<file path="config.mk">
export PLATFORM = sky130hd
export DESIGN_NAME = seg_code_sequencer
export DESIGN_NICKNAME = d
export VERILOG_FILES = /design/src/rtl/seg_code_sequencer.sv
export SDC_FILE = /design/constraint.sdc
export NUM_CORES = 1
export LEC_CHECK = 0
export BUFFER_PORTS_ARGS = -buffer_cell sky130_fd_sc_hd__buf_2
export CAP_MARGIN = 20
export CELL_PAD_IN_SITES_DETAIL_PLACEMENT = 1
export CELL_PAD_IN_SITES_GLOBAL_PLACEMENT = 1
export CORE_ASPECT_RATIO = 1.25
export CORE_MARGIN = 8
export CORE_UTILIZATION = 46
export CTS_BUF_LIST = sky130_fd_sc_hd__clkbuf_16
export CTS_CLUSTER_DIAMETER = 150
export DETAILED_ROUTE_END_ITERATION = 8
export GPL_TIMING_DRIVEN = 0
export HOLD_SLACK_MARGIN = 0.03
export PLACE_DENSITY = 0.91
export SLEW_MARGIN = 20
export SYNTH_ARGS = -nofsm -noshare
export SYNTH_HDL_FRONTEND = slang
export SYNTH_SLANG_ARGS = --single-unit
</file>
<file path="constraint.sdc">
create_clock -name clk -period 2.4 [get_ports clk]
set_input_delay 0.24 -clock clk [delete_from_list [all_inputs] [get_ports clk]]
set_output_delay 0.24 -clock clk [all_outputs]
set_load 0.005 [all_outputs]
</file>
<file path="src/rtl/seg_code_sequencer.sv">
// Display-code source for the single-digit 7-segment decoder: held value, up/down hex counter or message scroll.
// Optional macro HOLD_BLINK_EN: blank toggles on each tick while in HOLD (otherwise blank is tied low).
module seg_code_sequencer #(
  parameter int unsigned DIV_MAX   = 999999,
  parameter int unsigned DIV_WIDTH = 20
) (
  input  logic       clk,
  input  logic       rst_n,
  input  logic       ena,
  input  logic [1:0] mode,
  input  logic [3:0] data_in,
  input  logic       load,
  output logic [4:0] code,
  output logic       step,
  output logic       dp,
  output logic       blank
);

  typedef enum logic [1:0] {
    ST_HOLD = 2'b00,
    ST_UP   = 2'b01,
    ST_MSG  = 2'b10,
    ST_DN   = 2'b11
  } state_t;

  localparam logic [DIV_WIDTH-1:0] DIV_TC = DIV_WIDTH'(DIV_MAX);

  state_t               state_reg, state_next;
  logic [1:0]           mode_q;
  logic [DIV_WIDTH-1:0] div_reg, div_next;
  logic [4:0]           code_reg, code_next;
  logic                 dp_reg, dp_next;
  logic                 step_reg;
  logic                 tick, mode_chg, load_ok;

  assign tick     = ena && (div_reg == DIV_TC);
  assign mode_chg = (mode != mode_q);
  // The message scroll has no editable value, so load is ignored there.
  assign load_ok  = load && (state_reg != ST_MSG);

  always_comb begin
    state_next = state_reg;
    code_next  = code_reg;
    dp_next    = dp_reg;
    div_next   = div_reg;
    if (ena) begin
      div_next = tick ? '0 : div_reg + DIV_WIDTH'(1);
    end
    if (mode_chg) begin
      state_next = state_t'(mode);
      code_next  = (state_t'(mode) == ST_MSG) ? 5'h10 : {1'b0, data_in};
      dp_next    = 1'b0;
      div_next   = '0;
    end else if (load_ok) begin
      code_next = {1'b0, data_in};
      dp_next   = 1'b0;
      div_next  = '0;
    end else if (tick) begin
      // dp marks the wrap step and is rewritten on every tick, so it lasts one step.
      case (state_reg)
        ST_UP: begin
          code_next = {1'b0, code_reg[3:0] + 4'd1};
          dp_next   = (code_reg[3:0] == 4'hF);
        end
        ST_DN: begin
          code_next = {1'b0, code_reg[3:0] - 4'd1};
          dp_next   = (code_reg[3:0] == 4'h0);
        end
        ST_MSG: begin
          code_next = {1'b1, code_reg[3:0] + 4'd1};
          dp_next   = (code_reg[3:0] == 4'hE);
        end
        default: ;
      endcase
    end
  end

  always_ff @(posedge clk or negedge rst_n) begin
    if (!rst_n) begin
      state_reg <= ST_HOLD;
      mode_q    <= 2'b00;
      div_reg   <= '0;
      code_reg  <= 5'h10;
      dp_reg    <= 1'b0;
      step_reg  <= 1'b0;
    end else begin
      state_reg <= state_next;
      mode_q    <= mode;
      div_reg   <= div_next;
      code_reg  <= code_next;
      dp_reg    <= dp_next;
      step_reg  <= (code_next != code_reg);
    end
  end

  assign code = code_reg;
  assign dp   = dp_reg;
  assign step = step_reg;

`ifdef HOLD_BLINK_EN
  logic blank_reg, blank_next;

  // A load consumes the coincident tick, so it does not toggle the blink.
  always_comb begin
    blank_next = blank_reg;
    if (mode_chg || (state_reg != ST_HOLD)) begin
      blank_next = 1'b0;
    end else if (tick && !load) begin
      blank_next = ~blank_reg;
    end
  end

  always_ff @(posedge clk or negedge rst_n) begin
    if (!rst_n) begin
      blank_reg <= 1'b0;
    end else begin
      blank_reg <= blank_next;
    end
  end

  assign blank = blank_reg;
`else
  assign blank = 1'b0;
`endif

endmodule

</file>
==> flow_summary.json, run 1 <==
{
  "fmax_ghz": 0.465,
  "ctsResizeCount": 0,
  "synth_area_leaders": "dfrtp_1 (36%), xnor2_1 (7.9%), nor2_1 (4.1%), mux2_2 (2.7%), ha_1 (2.4%)",
  "numCtsBuffers": 5,
  "finalSetupTns_ns": 0,
  "cp.required_ns": 2.54,
  "die-area_um2": 7020,
  "grt_max_degree": 32,
  "netlist-cell-type-count": 61,
  "ir_drop_uv": 364,
  "p_leak_nw": 0.943,
  "async_flop_share_pct": 100,
  "seqPwrFrac_pct": 37.8,
  "hold_path.class": "in -> async",
  "grt.total_usage_pct": 17.1,
  "cts-htree-levels": 2,
  "avgSynthCellArea_um2": 9.38,
  "cts_tree": "done",
  "grt_pass1_wl_um": 9600,
  "syn-cell-area_um2": 2110,
  "clockPowerShare_pct": 47.6,
  "r2r-end": "step$_DFF_PN0_",
  "clk_pin_slew_worst_paths_ns": 0.05,
  "cp.arrival_ns": 2.28,
  "synth_top_area_share_pct": 35.6,
  "drc_errors": 0,
  "dp_hpwl_um": 4100,
  "drt_pass1_iterations": 4,
  "worst_slew_margin_rel_pct": 46.3,
  "diodes": 0,
  "clock_path_buffers": 2,
  "switching_share_pct": 25.9,
  "clock_sinks": 31,
  "dpl_worst_slack_ns": 0.0977,
  "r2r-start": "code[0]$_DFF_PN0_",
  "cap_violations": 0,
  "initial_utilization_pct": 47.7,
  "power_switching_uw": 390,
  "rows": 27,
  "power_mw": 1.50,
  "slew_viol_final": 0,
  "synth_edf_count": 0,
  "wl_um": 5610,
  "p_comb_share_pct": 14.6,
  "fin_crit_sh_pct": 89.5,
  "syn_to_final_growth_pct": 14.8,
  "ys.warnings.count": 0,
  "drive_gt1_share_pct": 21.4,
  "finalClockSkew_ns": 0.00222,
  "setup_viol_count_final": 0,
  "largest_reg_flops": 20,
  "drt_iter0_drc": 89,
  "cts_root_buf": "clkbuf_16",
  "critPathCaptureType": "flip-flop",
  "io_buffer_count": 16,
  "power.internal_mw": 1.11,
  "rsz0062_at_grt": "no",
  "gp_congestion": 0.854,
  "worstSetupPathType": "reg -> reg",
  "crit_path_end": "step$_DFF_PN0_",
  "min_period_ns": 2.15,
  "grt_pass1_vias": 1995,
  "syn_nets": 239,
  "finalHoldViolations": 0,
  "clk_latency_ns": 0.28,
  "setup_ws_ns": 0.251,
  "nNetsFinal": 261,
  "fill_cells": 521,
  "antenna_found_initial": 0,
  "ys_ff_latch": 31,
  "instances_no_fill": 306,
  "status": "finished, final reports clean",
  "die_x_um": 76.6,
  "vias_per_cell": 5.94,
  "seq_area_frac_synth_pct": 36.8,
  "synth_largest_area_cell": "dfrtp_1",
  "ios": 18,
  "power_density_nw_per_um2": 620,
  "core_um2": 4430,
  "synth_cells": 225,
  "ys.flop_type": "dfrtp_1",
  "postCtsHoldBufs": 0,
  "r2r_slack_ns": 0.25,
  "rr_worst_depth": 8,
  "cp-startpoint": "code[0]$_DFF_PN0_",
  "die_height_um": 91.7,
  "final_cell_area_um2": 2420,
  "crit_path_start_kind": "flip-flop",
  "ant_nets": 0,
  "overflow": 0,
  "place_inst": 299,
  "tightest_slew_ns": 0.801,
  "routed-via-count": 1818,
  "path_max_fanout": 10,
  "place_area_um2": 2260,
  "wl_per_cell_um": 18.3
}
==> cell usage in the layout (no fill, tap or decap), drive strengths merged, types with 3 or more instances in the layout <==
master,count
a21oi,6
and2,3
and3,3
buf,26
clkbuf,7
dfrtp,30
ha,4
inv,7
mux2,5
nand2,13
nand2b,4
nand3,10
nand4,7
nor2,23
nor2b,4
nor3,8
nor4,7
nor4b,4
nor4bb,3
o211ai,3
o21a,3
o21ai,12
xnor2,19
xor2,4
==> logic make-up (layout without fill, tap and decap cells) <==
| logic type | count (synthesis) | after routing | synth area share (%) |
|---|---|---|---|
| xor+xnor | 23 | 23 | 9.55 |
| other cells | 1 | 1 | 0.178 |
| compound gates | 42 | 42 | 14.1 |
| fa+ha+maj | 4 | 4 | 2.37 |
| mux | 5 | 5 | 2.67 |
| buf+inv | 20 | 43 | 4.92 |
| simple gates | 99 | 99 | 29.4 |
| flops | 31 | 31 | 36.8 |
==> repair_timing <==
action / in CTS / in global routing
buffers inserted: 0 / 0
endpoints found under the hold margin: 0 / 0
endpoints found under the setup margin: 0 / 1
==> critical path: stages, from the launching register on <==
cell and delay, ns:
dfrtp_1 0.35, buf_2 0.23, inv_1 0.09, ha_1 0.20, mux2_2 0.27, a22oi_1 0.28
o31ai_1 0.11, a221oi_1 0.32, nand4b_1 0.16
==> metrics by stage <==
stage               hold WS [ns]  util [%]
floorplan                -0.0556         -
global placement           0.328      51.1
detailed placement         0.337      51.1
CTS                       0.0397      54.8
global route              0.0751      54.7
finish                    0.0168      54.7
==> routing by layer <==
| metal | track usage (%) | share of wire (%) | vias up |
|---|---|---|---|
| met5 | 0 | 0 | - |
| met4 | 8.36 | 2.5 | 0 |
| met3 | 4.20 | 3.0 | 16 |
| met2 | 32.4 | 55 | 30 |
| met1 | 16.9 | 40 | 914 |
| li1 | - | - | 858 |
==> power groups by stage <==
stage / Sequential (mW) / Combinational (mW) / Clock [mW]
4_1_cts: 0.562 / 0.230 / 0.732
6_report: 0.568 / 0.219 / 0.715
2_1_floorplan: 0.569 / 0.145 / 0
3_5_place_dp: 0.571 / 0.225 / 0
3_3_place_gp: 0.570 / 0.218 / 0
5_1_grt: 0.570 / 0.243 / 0.749
==> synthesized netlist by cell type, types with 2 or more instances <==
cell and instances:
buf_4 4, and2_1 3, nor3_1 6, o21a_1 3, ha_1 4, nand2b_1 4
o211ai_1 3, dfrtp_1 30, xor2_1 4, o22ai_1 2, clkbuf_1 3, nor2b_1 3
xnor2_1 19, buf_2 5, a21oi_1 6, o21ai_1 2, nor4_1 5, nand4b_1 2
nor4b_1 3, nor2_1 23, a221oi_1 2, mux2_2 5, inv_1 7, o21ai_0 10
a211oi_1 2, nand3_1 8, o31ai_1 2, and3_1 2, nand4_1 6, nor4bb_1 3
a31oi_1 2, nand2_1 12, nor4_2 2
==> how the worst min path moves through the flow <==
stage / end / startpoint / depth (start not counted)
2_1_floorplan: code[0]$_DFF_PN0_ / rst_n / 0
3_3_place_gp: div_reg[3]$_DFFE_PN0P_ / rst_n / 1
3_5_place_dp: div_reg[6]$_DFFE_PN0P_ / rst_n / 1
4_1_cts: div_reg[3]$_DFFE_PN0P_ / rst_n / 1
5_1_grt: div_reg[6]$_DFFE_PN0P_ / rst_n / 1
6_report: div_reg[6]$_DFFE_PN0P_ / rst_n / 1
==> area by class of cell <==
class	instances	area (µm²)	area share [%]
multi-input combinational	174	1230	50.7
sequential	31	777	32.1
clock buffer	5	125	5.17
timing repair buffer	16	80.1	3.31
buffer	12	73.8	3.05
tap	58	72.6	3.00
clock inverter	3	38.8	1.60
inverter	7	26.3	1.08
Power figures use the tool's default switching activity.
==> run 2: changes to the inputs <==
- ABC_AREA: not set -> 1
- CORE_UTILIZATION: 46 -> 43
==> flow_summary.json, run 2 <==
{
  "status": "finished, final reports clean",
  "synth.top_cells.by_count": "nand2_1 (78), nor2_1 (41), inv_1 (40)",
  "die-area_um2": 7440,
  "avgSynthCellArea_um2": 7.03,
  "grt_pass1_vias": 2355,
  "rsz0062_at_grt": "no",
  "largest_reg_flops": 20,
  "final_util_pct": 51.0,
  "hold_path.class": "in -> async",
  "critPathMaxStageDelay_ns": 0.40,
  "clock_path_buffers": 2,
  "clk_pin_slew_worst_paths_ns": 0.05,
  "path_delay_family": "simple AND/OR/NAND/NOR gates",
  "die_height_um": 94.4,
  "synth_edf_count": 0,
  "crit_chain": "ha_1 > nand3_1 > nor2_1 > nand3_1 > nor2_4 > nand2_1 > nand2_1 > nand3_1 > nand2_1 > nand2_1 > nand2_1 > nand2_1 > nor2_1 > nand2_1",
  "antenna_found_initial": 0,
  "cp.depth": 14,
  "worstSetupPathType": "reg -> reg",
  "core_um2": 4730,
  "numCtsBuffers": 5,
  "finalHoldViolations": 0,
  "syn_nets": 315,
  "cap_violations": 0,
  "synth_cells": 301,
  "gp_congestion": 0.883,
  "place_inst": 377,
  "rr_worst_depth": 14,
  "async_flop_share_pct": 100,
  "min_period_ns": 2.05,
  "synth_most_common_cell": "nand2_1",
  "vias_per_cell": 5.44,
  "clock_sinks": 31,
  "clk_latency_ns": 0.28,
  "cp.arrival_ns": 2.22,
  "place_area_um2": 2270,
  "ys.flop_type": "dfrtp_1",
  "synth_area_leaders": "dfrtp_1 (35%), nand2_1 (14%), nor2_1 (7.3%), inv_1 (7.1%), nand3_1 (5.2%)",
  "drt_iter0_drc": 53,
  "slew_viol_final": 0,
  "cts_setup_buffers": 0,
  "wl_um": 6170,
  "synth_top_area_share_pct": 35.5,
  "drive_gt1_share_pct": 13.8,
  "wl_per_cell_um": 16.0,
  "critPathCaptureType": "flip-flop",
  "fin_crit_sh_pct": 85.4,
  "nNetsFinal": 338,
  "synth_largest_area_cell": "dfrtp_1",
  "initial_utilization_pct": 44.7,
  "syn-cell-area_um2": 2120,
  "fmax_ghz": 0.488,
  "routed-via-count": 2094,
  "rows": 28,
  "power_density_nw_per_um2": 589,
  "diodes": 0,
  "layout_commonest_cell": "nand2_1",
  "ys_ff_latch": 31,
  "ant_nets": 0,
  "netlist-cell-type-count": 35,
  "syn_to_final_growth_pct": 14.0,
  "overflow": 0,
  "ctsResizeCount": 0,
  "drt_pass1_iterations": 4,
  "crit_buf_inv": 0,
  "grt.total_usage_pct": 18.3,
  "postCtsHoldBufs": 0,
  "die_x_um": 78.7,
  "final_cell_area_um2": 2410,
  "instances_no_fill": 385,
  "cts_tree": "done",
  "cts-htree-levels": 2,
  "ir_drop_uv": 394,
  "path_common_cell": "nand2_1",
  "seq_area_frac_synth_pct": 36.7,
  "cts_root_buf": "clkbuf_16",
  "path_max_fanout": 6,
  "ios": 18,
  "setup_ws_ns": 0.351,
  "crit_path_start_kind": "flip-flop",
  "dp_hpwl_um": 4620,
  "finalClockSkew_ns": 0.00634,
  "finalSetupTns_ns": 0,
  "drc_errors": 0,
  "setup_viol_count_final": 0,
  "tightest_slew_ns": 0.728,
  "grt_pass1_wl_um": 10800,
  "grt_max_degree": 32,
  "layout_common_cells": "nand2_1 (78), nor2_1 (41), inv_1 (41)",
  "io_buffer_count": 16,
  "cp_slowest_cell": "dfrtp_1",
  "cp.required_ns": 2.57,
  "p_leak_nw": 1.13,
  "ys.warnings.count": 0,
  "dpl_worst_slack_ns": 0.386,
  "worst_slew_margin_rel_pct": 51.4
}
run 2: path summary, 6_finish.rpt:
check | slack [ns] | startpoint | to
min in group clk | 0.12 | mode[1] | mode_q[1]$_DFF_PN0_
max in group asynchronous | 1.91 | rst_n | div_reg[8]$_DFFE_PN0P_
min | 0.02 | rst_n | div_reg[17]$_DFFE_PN0P_
min reg2reg | 0.54 | div_reg[0]$_DFFE_PN0P_ | div_reg[0]$_DFFE_PN0P_
max | 0.35 | div_reg[0]$_DFFE_PN0P_ | step$_DFF_PN0_
max reg2reg | 0.35 | div_reg[0]$_DFFE_PN0P_ | step$_DFF_PN0_
run 2: cells by family after synthesis:
kind of cell	share of synthesized area (%)
buffers and inverters	8.81
XOR/XNOR	2.90
AO/OA/AOI/OAI	11.2
flip-flops	36.7
multiplexers	0.473
AND/OR/NAND/NOR	37.4
other	0.177
adder cells (fa/ha/maj)	2.37
run 2: report_power, final:
part | leakage, nW | total [mW] | switching, mW | internal, mW
clock network | 0.0710 | 0.605 | 0.227 | 0.377
logic | 0.653 | 0.240 | 0.163 | 0.0774
registers | 0.410 | 0.576 | 0.0300 | 0.546
run 2: cell type report:
| cell class | instances | area [µm²] |
|---|---|---|
| tap | 60 | 75.1 |
| multi-input combinational | 223 | 1150 |
| inverter | 45 | 171 |
| clock inverter | 3 | 16.3 |
| fill | 631 | 2320 |
| sequential | 31 | 777 |
| clock buffer | 5 | 125 |
| timing repair buffer | 16 | 80.1 |
| buffer | 2 | 15.0 |
run 2: routing by layer:
metal | share of wire, % | track usage (%) | wire length (µm)
met1 | 42 | 19.5 | 2580
met2 | 52 | 33.4 | 3220
met3 | 2.7 | 3.99 | 168
met4 | 3.2 | 8.82 | 199
met5 | 0 | 0 | 0
run 2: per-stage QoR:
step | hold slack [ns] | power (mW)
after floorplan | -0.0556 | 0.733
after global placement | 0.341 | 0.811
after detailed placement | 0.335 | 0.821
after CTS | 0.0419 | 1.43
after global routing | 0.0823 | 1.49
final | 0.0173 | 1.42
run 2: worst register-to-register path, cell delays in order (launching register included):
cell and delay [ns]:
dfrtp_1 0.40, ha_1 0.21, nand3_1 0.14, nor2_1 0.18, nand3_1 0.14, nor2_4 0.21
nand2_1 0.08, nand2_1 0.07, nand3_1 0.08, nand2_1 0.10, nand2_1 0.07, nand2_1 0.06
nand2_1 0.05, nor2_1 0.10, nand2_1 0.05
==> run 3: changes to the inputs <==
- ABC_CLOCK_PERIOD_IN_PS: not set -> 2400
- RECOVER_POWER: not set -> 100
==> flow_summary.json, run 3 (synthesis results as in run 2) <==
{
  "cts_root_buf": "clkbuf_16",
  "cap_violations": 1,
  "cts_setup_buffers": 0,
  "numCtsBuffers": 5,
  "dpl_worst_slack_ns": 0.386,
  "tightest_slew_ns": 1.74,
  "worst_slew_margin_rel_pct": -15.8,
  "clk_pin_slew_worst_paths_ns": 0.05,
  "worstSetupPathType": "reg -> reg",
  "drc_errors": 0,
  "drt_pass1_iterations": 4,
  "status": "finished, violations left",
  "die-area_um2": 7440,
  "ios": 18,
  "largest_reg_flops": 20,
  "clk_latency_ns": 0.28,
  "routed-via-count": 2100,
  "path_max_fanout": 10,
  "crit_path_start_kind": "flip-flop",
  "grt_pass1_vias": 2355,
  "finalSetupTns_ns": 0,
  "core_um2": 4730,
  "p_leak_nw": 1.11,
  "cts_tree": "done",
  "min_period_ns": 2.05,
  "power_density_nw_per_um2": 591,
  "fmax_ghz": 0.487,
  "rows": 28,
  "cp_slowest_cell": "dfrtp_1",
  "wl_per_cell_um": 16.0,
  "clock_path_buffers": 2,
  "diodes": 0,
  "instances_no_fill": 385,
  "cp.required_ns": 2.56,
  "die_x_um": 78.7,
  "critPathMaxStageDelay_ns": 0.38,
  "gp_congestion": 0.883,
  "setup_ws_ns": 0.346,
  "syn_to_final_growth_pct": 13.1,
  "critPathCaptureType": "flip-flop",
  "crit_buf_inv": 1,
  "grt_max_degree": 32,
  "rsz0062_at_grt": "no",
  "hold_path.class": "in -> reg",
  "postCtsHoldBufs": 0,
  "cts-htree-levels": 2,
  "antenna_found_initial": 0,
  "path_delay_family": "simple AND/OR/NAND/NOR gates",
  "initial_utilization_pct": 44.7,
  "ctsResizeCount": 0,
  "drive_gt1_share_pct": 10.5,
  "vias_per_cell": 5.45,
  "clock_sinks": 31,
  "layout_common_cells": "nand2_1 (79), inv_1 (43), nor2_1 (42)",
  "finalHoldViolations": 0,
  "die_height_um": 94.4,
  "drt_iter0_drc": 50,
  "power_mw": 1.41,
  "overflow": 0,
  "slew_viol_final": 32,
  "wl_um": 6180,
  "grt.total_usage_pct": 18.3,
  "place_inst": 377,
  "layout_commonest_cell": "nand2_1",
  "io_buffer_count": 16,
  "cp.arrival_ns": 2.21,
  "finalClockSkew_ns": 0.00610,
  "nNetsFinal": 338,
  "setup_viol_count_final": 0,
  "ant_nets": 0,
  "violations": "max-capacitance violations, max-slew violations",
  "final_util_pct": 50.6,
  "crit_chain": "xnor2_1 > nand2_1 > nor2_8 > nand2_8 > inv_1 > nor2_4 > nand2_2 > nor2_1 > nand2_1 > xor2_1 > nor2_1",
  "dp_hpwl_um": 4620,
  "fin_crit_sh_pct": 85.6,
  "ir_drop_uv": 394,
  "grt_pass1_wl_um": 10800
}
run 3: routing by layer:
metal / vias to the layer above / part of all wire (%) / global-route usage (%) / wire [µm]
li1: 1016 / - / - / -
met1: 1029 / 42 / 19.5 / 2580
met2: 35 / 52 / 33.4 / 3230
met3: 20 / 2.8 / 3.99 / 171
met4: 0 / 3.1 / 8.82 / 191
met5: - / 0 / 0 / 0
run 3: stage by stage:
stage	area (µm²)	hold slack (ns)
floorplan	2120	-0.0556
global placement	2270	0.341
detailed placement	2270	0.335
finish	2390	0.149
CTS	2410	0.0419
global route	2390	0.160
run 3: layout make-up:
cell class | count | area (µm²)
clock buffer | 5 | 125
sequential | 31 | 777
multi-input combinational | 223 | 1140
fill | 632 | 2340
tap | 60 | 75.1
timing repair buffer | 16 | 72.6
buffer | 2 | 15.0
clock inverter | 3 | 16.3
inverter | 45 | 169
run 3: power by group:
| part | internal (mW) | switching [mW] |
|---|---|---|
| combinational | 0.0737 | 0.160 |
| clock | 0.377 | 0.227 |
| sequential | 0.545 | 0.0303 |
| total | 0.996 | 0.417 |
run 3: worst paths after layout:
path / cells past startpoint / end / start / slack (ns)
worst min-delay path: 1 / mode_q[1]$_DFF_PN0_ / mode[1] / 0.15
worst min register to register: 1 / div_reg[0]$_DFFE_PN0P_ / div_reg[0]$_DFFE_PN0P_ / 0.54
worst max register to register: 11 / div_reg[16]$_DFFE_PN0P_ / mode_q[0]$_DFF_PN0_ / 0.35
min in group asynchronous: 1 / div_reg[17]$_DFFE_PN0P_ / rst_n / 0.41
max in group asynchronous: 1 / div_reg[8]$_DFFE_PN0P_ / rst_n / 0.98
worst max-delay path: 11 / div_reg[16]$_DFFE_PN0P_ / mode_q[0]$_DFF_PN0_ / 0.35
